--- src/rtl/branch_hist_table.sv ---
// branch_hist_table: 2-bit saturating-counter pattern history table with two
// training ports, a flush and saturating accuracy statistics.
`default_nettype none

module branch_hist_table #(
    parameter int         IDX_W    = 4,
    parameter logic [1:0] INIT_CNT = 2'b01,
    parameter int         STAT_W   = 32
) (
    input  logic              clk,
    input  logic              rst,
    input  logic [IDX_W-1:0]  phb_addr,
    output logic              phb_ena,
    input  logic              upd1_ena,
    input  logic [IDX_W-1:0]  upd1_addr,
    input  logic              upd1_taken,
    input  logic              upd1_mispred,
    input  logic              upd2_ena,
    input  logic [IDX_W-1:0]  upd2_addr,
    input  logic              upd2_taken,
    input  logic              upd2_mispred,
    input  logic              flush_ena,
    output logic [STAT_W-1:0] stat_resolved,
    output logic [STAT_W-1:0] stat_mispred
);

    localparam int DEPTH = 1 << IDX_W;

    logic [1:0]        cnt     [DEPTH];
    logic [1:0]        cnt_nxt [DEPTH];
    logic [1:0]        res_inc;
    logic [1:0]        mis_inc;
    logic [STAT_W-1:0] resolved_nxt;
    logic [STAT_W-1:0] mispred_nxt;

    function automatic logic [1:0] sat_step(input logic [1:0] c, input logic taken);
        if (taken) return (c == 2'b11) ? c : c + 2'b01;
        else       return (c == 2'b00) ? c : c - 2'b01;
    endfunction

    function automatic logic [STAT_W-1:0] sat_add(input logic [STAT_W-1:0] a,
                                                 input logic [1:0]        b);
        logic [STAT_W:0] s;
        s = {1'b0, a} + (STAT_W+1)'(b);
        return s[STAT_W] ? {STAT_W{1'b1}} : s[STAT_W-1:0];
    endfunction

    // Lookup reads the registered table only: no bypass of in-flight updates.
    assign phb_ena = cnt[phb_addr][1];

    // Port 2 is younger, so on an index collision it steps port 1's result.
    always_comb begin
        for (int i = 0; i < DEPTH; i++) begin
            cnt_nxt[i] = cnt[i];
            if (upd1_ena && (upd1_addr == IDX_W'(i)))
                cnt_nxt[i] = sat_step(cnt_nxt[i], upd1_taken);
            if (upd2_ena && (upd2_addr == IDX_W'(i)))
                cnt_nxt[i] = sat_step(cnt_nxt[i], upd2_taken);
        end
    end

    always_ff @(posedge clk or negedge rst) begin
        if (!rst) begin
            for (int i = 0; i < DEPTH; i++) cnt[i] <= INIT_CNT;
        end else if (flush_ena) begin
            for (int i = 0; i < DEPTH; i++) cnt[i] <= INIT_CNT;
        end else begin
            for (int i = 0; i < DEPTH; i++) cnt[i] <= cnt_nxt[i];
        end
    end

    always_comb begin
        res_inc      = {1'b0, upd1_ena} + {1'b0, upd2_ena};
        mis_inc      = {1'b0, upd1_ena & upd1_mispred} + {1'b0, upd2_ena & upd2_mispred};
        resolved_nxt = sat_add(stat_resolved, res_inc);
        mispred_nxt  = sat_add(stat_mispred, mis_inc);
    end

    // Statistics keep counting through a flush; only reset clears them.
    always_ff @(posedge clk or negedge rst) begin
        if (!rst) begin
            stat_resolved <= '0;
            stat_mispred  <= '0;
        end else begin
            stat_resolved <= resolved_nxt;
            stat_mispred  <= mispred_nxt;
        end
    end

endmodule

`default_nettype wire
--- config.mk ---
export PLATFORM = sky130hd
export DESIGN_NAME = branch_hist_table
export DESIGN_NICKNAME = d
export VERILOG_FILES = /design/src/rtl/branch_hist_table.sv
export SDC_FILE = /design/constraint.sdc
export NUM_CORES = 1
export LEC_CHECK = 0
export ABC_CLOCK_PERIOD_IN_PS = 7000
export BUFFER_PORTS_ARGS = -buffer_cell sky130_fd_sc_hd__buf_4
export CORE_MARGIN = 4
export CORE_UTILIZATION = 60
export DETAILED_ROUTE_END_ITERATION = 6
export PLACE_DENSITY = 0.82
export SLEW_MARGIN = 30
export SYNTH_ARGS = -nofsm -noshare
export SYNTH_HDL_FRONTEND = slang
export SYNTH_SLANG_ARGS = --single-unit
--- constraint.sdc ---
create_clock -name clk -period 7 [get_ports clk]
set_clock_uncertainty 0.2 [all_clocks]
set_input_delay 1.05 -clock clk [delete_from_list [all_inputs] [get_ports clk]]
set_output_delay 1.05 -clock clk [all_outputs]
set_load 0.1 [all_outputs]
== Word-level counts from Yosys, hierarchy flattened ==
Index checks and enable logic that the tools add are counted.

* Input port bits: 21
* Output and inout port bits: 65
* Word-level logic and storage cells: 352
* Register bits after elaboration: 96

* Magnitude comparators: 1
* $add $sub $neg: 68
* Mux-type cells: 134
* Equality and inequality tests: 62
* Reductions and logical operators: 66
* Bitwise gates (word level): 3

{| class="wikitable"
|+ Operator list
! operator !! number
|-
| 2-bit two-way mux || 130
|-
| 32-bit two-way mux || 3
|-
| 32-bit by 2-bit adder with 33-bit output || 2
|-
| 2-bit by 1-bit adder with 2-bit output (second input constant) || 32
|-
| 2-bit == test (second input constant) || 32
|-
| 4-bit == test (second input constant) || 16
|-
| 2-bit zero test || 32
|-
| 2-bit by 1-bit subtractor with 2-bit output (second input constant) || 32
|-
| 4-bit by 3-bit == test with 1-bit output (second input constant) || 8
|-
| 1-bit logical AND || 32
|-
| 4-bit by 2-bit == test with 1-bit output (second input constant) || 4
|-
| 2-bit binary-select mux with 4-bit select || 1
|-
| 4-bit by 1-bit == test with 1-bit output (second input constant) || 2
|-
| 4-bit zero test || 2
|-
| 5-bit >= comparator (second input constant) || 1
|-
| 4-bit inverter with 5-bit output || 1
|-
| 1-bit by 1-bit adder with 2-bit output || 2
|-
| 1-bit AND || 2
|}

== Logic depth before layout (Yosys ltp) ==
Gate-level depths: netlist of the first run.

* Depth in word-level cells: 9
* Depth in mapped cells: 10
* Depth with buffers taken out: 9

== Worst setup path after synthesis of the first run ==
Ideal clock, no wire load.

* Path kind: input -> output
* Start: input port phb_addr[1]
* End: output port phb_ena
* Required time: 5.750 ns
* Stages on the path: 2
* Slack: 3.489 ns
* Arrival: 2.261 ns
* Path through: mux4_2 mux4_2

* Longest elaborated chain between the ends: 4

{| class="wikitable"
|+ RTL lines
! what !! line !! source
|-
| from (decl) || 12 || <nowiki>input logic [IDX_W-1:0] phb_addr,</nowiki>
|-
| 4-bit inverter with 5-bit output (not written as such) || 49 || <nowiki>assign phb_ena = cnt[phb_addr][1];</nowiki>
|-
| 2-bit binary-select mux with 4-bit select || 49 ||
|-
| 2-bit two-way mux (not written as such) (2 in a row) || 49 ||
|-
| to (decl) || 13 || <nowiki>output logic phb_ena,</nowiki>
|}

No other way between the ends. The select of a mux whose other input is x is not followed.

== Final worst setup path of the first run ==
* Start: input port phb_addr[0]
* End: output port phb_ena

The elaborated chain is that of the path after synthesis.

==> results.cfg, run 1 <==
[clock_network]
cts_tree = done
cts_buffer_depth = 2
hold_buffers = 0
path_clk_slew_ns = 0.07
cts-resized-gates = 0
clock_sinks = 96
cts_root_buffer = clkbuf_16
htree_levels = 3
cts_made_buffers = 9
insertion_delay_ns = 0.35
cts_setup_buffers = 0

[placement]
place.gp.congestion = 0.893
dpl_cell_area_um2 = 7470
portBuffers = 85
dp_hpwl_mm = 13.2

[global_routing]
use_met3_pct = 5.37
met1_usage_pct = 37.5
grt_pass1_vias = 6375
grt_max_degree = 64
met2_usage_pct = 47.3
grt-ovfl-total = 0
grtUsageTotal_pct = 29.0
gr-max-usage-layer = met2
antenna_found_initial = 0
grt_first_pass_wirelength_mm = 31.0

[die]
io_pins = 86
fp.coreArea_um2 = 11000
die_h_um = 115
dieArea_um2 = 13200
die-width_um = 115
initial_utilization_pct = 62.2
rows = 38

[worst_setup_path]
critPathCaptureType = primary output
critPathMaxStageDelay_ns = 0.49
cp_cell_sequence = buf_4 -> mux4_2 -> mux4_2 -> buf_4
worstSetupStartpoint = phb_addr[0]
r2r_end = stat_resolved[21]
r2r_start = stat_resolved[0]
cp_top_family = multiplexers
cp-start-kind = primary input
critPathKind = in -> out
cp.required_ns = 5.75
critical_path.slowest_cell = mux4_2
reg2reg_slack_ns = 3.99
rr_worst_depth = 8
crit_arrival_ns = 2.36
crit_fanout = 4
worst-path-buf-inv = 2

[finish]
fin_nets = 908
final_area_um2 = 7780
syn_to_final_growth_pct = 13.4
antenna_cells = 0
drive_gt1_share_pct = 18.7

[power_and_ir_drop]
p_total_mw = 1.81
leakage_nw = 3.31
ir_drop_mv = 0.378
powerDensity_nw_per_um2 = 232

[sta]
rsz0062_at_grt = no
drv_slew = 0
min_period_ns = 3.61
timing.slew.headroom_pct = 36.3
hold_violations = 0
fin_crit_sh_pct = 51.6
tns_ns = 0
fmax_ghz = 0.277
finalSetupViolCount = 0
tightest_slew_ns = 0.949

[route]
vias = 6930
ant_nets = 0
wl_per_cell_um = 18.9
totalWireLength_mm = 19.5
drtIter0Drc = 862
firstDrtPassIters = 7
drcViolationCount = 0
route.detailed.vias_per_inst = 6.74

[synthesis]
synth_nets = 861
synthArstFlopShare_pct = 100
synthFlopType = dfrtp_1
synth_area_um2 = 6870
ys_seq_area_share_pct = 35.3
synth-edff-count = 0
synth_cell_types = 83
synth_seq_cells = 96
yosys_warnings = 0
syn_area_per_cell_um2 = 8.21
syn_inst = 836

[hold_path]
hold_depth = 1
min_from = stat_resolved[30]
hold_path_class = reg -> reg
worst_hold_path.endpoint = stat_resolved[30]

[run]
cap_violations = 0

[outcome]
outcome = complete, no violations
-- layout by cell type (no fill, tap or decap), drive strengths merged, types with 16 or more instances in the layout --
| cell type | n |
|---|---|
| nand2 | 112 |
| buf | 86 |
| dfrtp | 80 |
| nor2 | 79 |
| o21ai | 77 |
| nand3 | 40 |
| a21oi | 36 |
| nor3 | 22 |
| xor2 | 20 |
| inv | 20 |
| nand2b | 19 |
| xnor2 | 18 |
| a31oi | 18 |
| a211oi | 17 |
| and3 | 17 |
| dfstp | 16 |
-- Yosys cell counts, drive strengths merged, types with 11 or more instances --
cell type  instances  area [um2]
a211oi            17         128
dfstp             16         420
clkbuf            40         153
a2111oi           11         103
nand2b            19         119
and3              17         110
nor3              22         121
xor2              20         175
xnor2             18         158
nor2b             12        75.1
nor2              79         307
o21ai             77         385
a31oi             18         113
a21oi             36         180
nand3             40         205
inv               20        75.1
nand2            112         420
dfrtp             80        2000
maj3              13         130
mux2              12         135
nand4             13        81.3
-- routing by layer --
layer | vias to the layer above | wire, um
met5 | - | 0
met4 | 0 | 648
met3 | 72 | 1740
met2 | 393 | 9180
met1 | 3322 | 7890
li1 | 3143 | -
-- sequential cells by signal (all words and copies together), names as in the netlist --
signal / count
stat_mispred: 32
stat_resolved: 32
cnt: 32
-- per-stage QoR --
step	instances	util [%]	hold WS [ns]	worst slack, ns
floorplan	836	-	0.373	3.49
global placement	1012	67.7	0.313	3.25
detailed placement	1012	67.7	0.309	3.11
CTS	1028	70.5	0.326	3.39
global route	1028	70.6	0.365	3.23
finish	1028	70.6	0.327	3.39
-- how the worst max path moves through the flow --
stage,endpoint,slack [ns],depth (start not counted)
after global placement,stat_resolved[21],3.25,9
after floorplan,phb_ena,3.49,2
final,phb_ena,3.39,4
after detailed placement,stat_resolved[21],3.11,9
after global routing,stat_resolved[21],3.23,9
after CTS,phb_ena,3.39,4
-- power by group --
part	switching [mW]	leakage, nW	internal (mW)
Sequential	0.0776	1.26	0.607
Clock	0.230	0.144	0.290
Combinational	0.459	1.91	0.144
Total	0.766	3.31	1.04
-- cell families after synthesis --
kind of cell / Yosys count / synth area share [%]
AO/OA/AOI/OAI: 230 / 22.0
XOR/XNOR: 38 / 4.85
adder cells (fa/ha/maj): 17 / 2.84
buffers and inverters: 71 / 4.30
flip-flops: 96 / 35.3
multiplexers: 24 / 4.63
AND/OR/NAND/NOR: 360 / 26.1
-- cell type report --
| class | instances | area (um2) |
|---|---|---|
| multi-input cells | 669 | 4150 |
| clock buffers | 11 | 243 |
| inverters | 21 | 78.8 |
| fillers | 877 | 3250 |
| well taps | 140 | 175 |
| flip-flops and latches | 96 | 2420 |
| clock inverters | 5 | 65.1 |
| repair buffers | 86 | 646 |
Power figures use the tool's default switching activity.
==> run 2, diff against run 1 <==
--- a/config.mk
+++ b/config.mk
@@ -5,12 +5,12 @@
 export SDC_FILE = /design/constraint.sdc
 export NUM_CORES = 1
 export LEC_CHECK = 0
-export ABC_CLOCK_PERIOD_IN_PS = 7000
+export ABC_CLOCK_PERIOD_IN_PS = 3200
 export BUFFER_PORTS_ARGS = -buffer_cell sky130_fd_sc_hd__buf_4
 export CORE_MARGIN = 4
-export CORE_UTILIZATION = 60
+export CORE_UTILIZATION = 54
 export DETAILED_ROUTE_END_ITERATION = 6
-export PLACE_DENSITY = 0.82
+export PLACE_DENSITY = 0.78
 export SLEW_MARGIN = 30
 export SYNTH_ARGS = -nofsm -noshare
 export SYNTH_HDL_FRONTEND = slang
==> constraint.sdc (replaced) <==
create_clock -name clk -period 3.2 [get_ports clk]
set_clock_uncertainty 0.2 [all_clocks]
set_input_delay 0.48 -clock clk [delete_from_list [all_inputs] [get_ports clk]]
set_output_delay 0.48 -clock clk [all_outputs]
set_load 0.1 [all_outputs]
==> results.cfg, run 2 (synthesis gave the netlist of run 1 again) <==
[worst_setup_path]
r2r_end = stat_resolved[20]
critPathCaptureType = primary output
r2r_start = stat_resolved[0]
worst-path-buf-inv = 1
crit_fanout = 11
critPathKind = reg -> out
reg2reg_slack_ns = 0.63
critical_path.slowest_cell = mux4_2
rr_worst_depth = 9
cp.required_ns = 2.52
cp-start-kind = register
critPathMaxStageDelay_ns = 0.53
cp_cell_sequence = mux4_2 -> mux4_2 -> buf_4
cp_top_family = multiplexers
crit_arrival_ns = 2.13
crit_path_frequent_cell = mux4_2

[clock_network]
cts_tree = done
cts_root_buffer = clkbuf_16
clock_sinks = 96
insertion_delay_ns = 0.35
cts_buffer_depth = 2
htree_levels = 3
cts_made_buffers = 9
hold_buffers = 1
path_clk_slew_ns = 0.07
cts-resized-gates = 0
cts_setup_buffers = 0

[sta]
min_period_ns = 2.81
timing.slew.headroom_pct = 54.6
tightest_slew_ns = 0.680
tns_ns = 0
rsz0062_at_grt = no
worst_slack_ns = 0.386
fin_crit_sh_pct = 87.9
finalSetupViolCount = 0
drv_slew = 0
fmax_ghz = 0.355
hold_violations = 0

[route]
ant_nets = 0
top_layer = met4
route.detailed.vias_per_inst = 6.41
firstDrtPassIters = 6
drtIter0Drc = 642
totalWireLength_mm = 19.1
wl_met1_mm = 7.60
wl_per_cell_um = 17.8
drcViolationCount = 0
dr_wl_met3_mm = 1.63
vias = 6854
wl_met2_mm = 9.26

[placement]
dp_hpwl_mm = 13.4
place.gp.congestion = 0.887
post-place-ws_ns = 0.325
portBuffers = 85
place_inst = 1052

[finish]
antenna_cells = 0
syn_to_final_growth_pct = 15.3
drive_gt1_share_pct = 19.9
final_cell_mix = nand2_1, buf_4, dfrtp_1
fin_nets = 921
final_common_cell = nand2_1
fill_cells = 1033
final_core_util_pct = 64.8
fin_cells = 1069
largestRegisters = cnt: 32 flops, stat_mispred: 32 flops, stat_resolved: 32 flops

[die]
die_h_um = 121
fp.coreArea_um2 = 12200
io_pins = 86
rows = 40
dieArea_um2 = 14600
die-width_um = 121
initial_utilization_pct = 56.2

[global_routing]
grt_first_pass_wirelength_mm = 31.7
grtUsageTotal_pct = 26.5
grt_pass1_vias = 6762
grt_max_degree = 53
antenna_found_initial = 0
grt-ovfl-total = 0

[hold_path]
hold_path_class = in -> reg
min_from = upd1_addr[0]
hold_depth = 3
worst_hold_path.endpoint = cnt[0]

[power_and_ir_drop]
intPower_mw = 2.25
ir_drop_mv = 1.07
p_sw_mw = 1.67
p_clk_share_pct = 28.1
leakage_nw = 3.39
powerDensity_nw_per_um2 = 495
power.share.switching_pct = 42.6
combPwrFrac_pct = 33.8
pwr-share-seq_pct = 38.1

[outcome]
outcome = complete, no violations

[run]
cap_violations = 0
-- run 2: power by group through the flow --
stage          Clock, mW  Sequential [mW]  Combinational (mW)
4_1_cts             1.12             1.49                1.33
5_1_grt             1.17             1.51                1.40
6_report            1.10             1.49                1.33
3_5_place_dp           0             1.51                1.32
2_1_floorplan          0             2.11               0.377
3_3_place_gp           0             1.51                1.29
-- run 2: per-layer routing --
| layer | track usage [%] | up-vias |
|---|---|---|
| li1 | - | 3176 |
| met1 | 33.3 | 3266 |
| met2 | 44.4 | 352 |
| met3 | 4.49 | 60 |
| met4 | 12.5 | 0 |
| met5 | 0 | - |
-- run 2: worst reg2reg max path: stages, from the launching register on --
cell and delay, ns:
dfrtp_2 0.38, inv_1 0.06, fa_1 0.40, inv_1 0.08, ha_1 0.22, nand2_1 0.14, nor4_1 0.54, nand4_1 0.19
xor2_1 0.17, nand2_1 0.08
-- run 2: cell type report --
| type | instances | area, um2 | share of cell area (%) |
|---|---|---|---|
| Clock buffer | 12 | 267 | 3.37 |
| Clock inverter | 4 | 33.8 | 0.427 |
| Inverter | 21 | 78.8 | 0.995 |
| Multi-Input combinational cell | 669 | 4150 | 52.4 |
| Sequential cell | 96 | 2420 | 30.6 |
| Tap cell | 168 | 210 | 2.65 |
| Timing Repair Buffer | 99 | 758 | 9.57 |
-- run 2: worst max-delay path by stage --
stage | slack [ns] | startpoint | end | cells after the start
6_report | 0.39 | cnt[7] | phb_ena | 3
5_1_grt | 0.35 | cnt[7] | phb_ena | 3
4_1_cts | 0.39 | cnt[7] | phb_ena | 3
3_5_place_dp | 0.33 | upd1_ena | stat_resolved[20] | 10
3_3_place_gp | 0.43 | upd2_ena | stat_mispred[28] | 9
2_1_floorplan | 0.18 | stat_mispred[0] | stat_mispred[28] | 7
-- run 2: stage by stage --
step | instance area [um2] | hold WS [ns] | power, mW
floorplan | 6870 | -0.0156 | 2.49
global placement | 7610 | 0.309 | 2.80
detailed placement | 7610 | 0.317 | 2.83
CTS | 7920 | 0.318 | 3.93
global route | 7920 | 0.350 | 4.08
finish | 7920 | 0.324 | 3.92
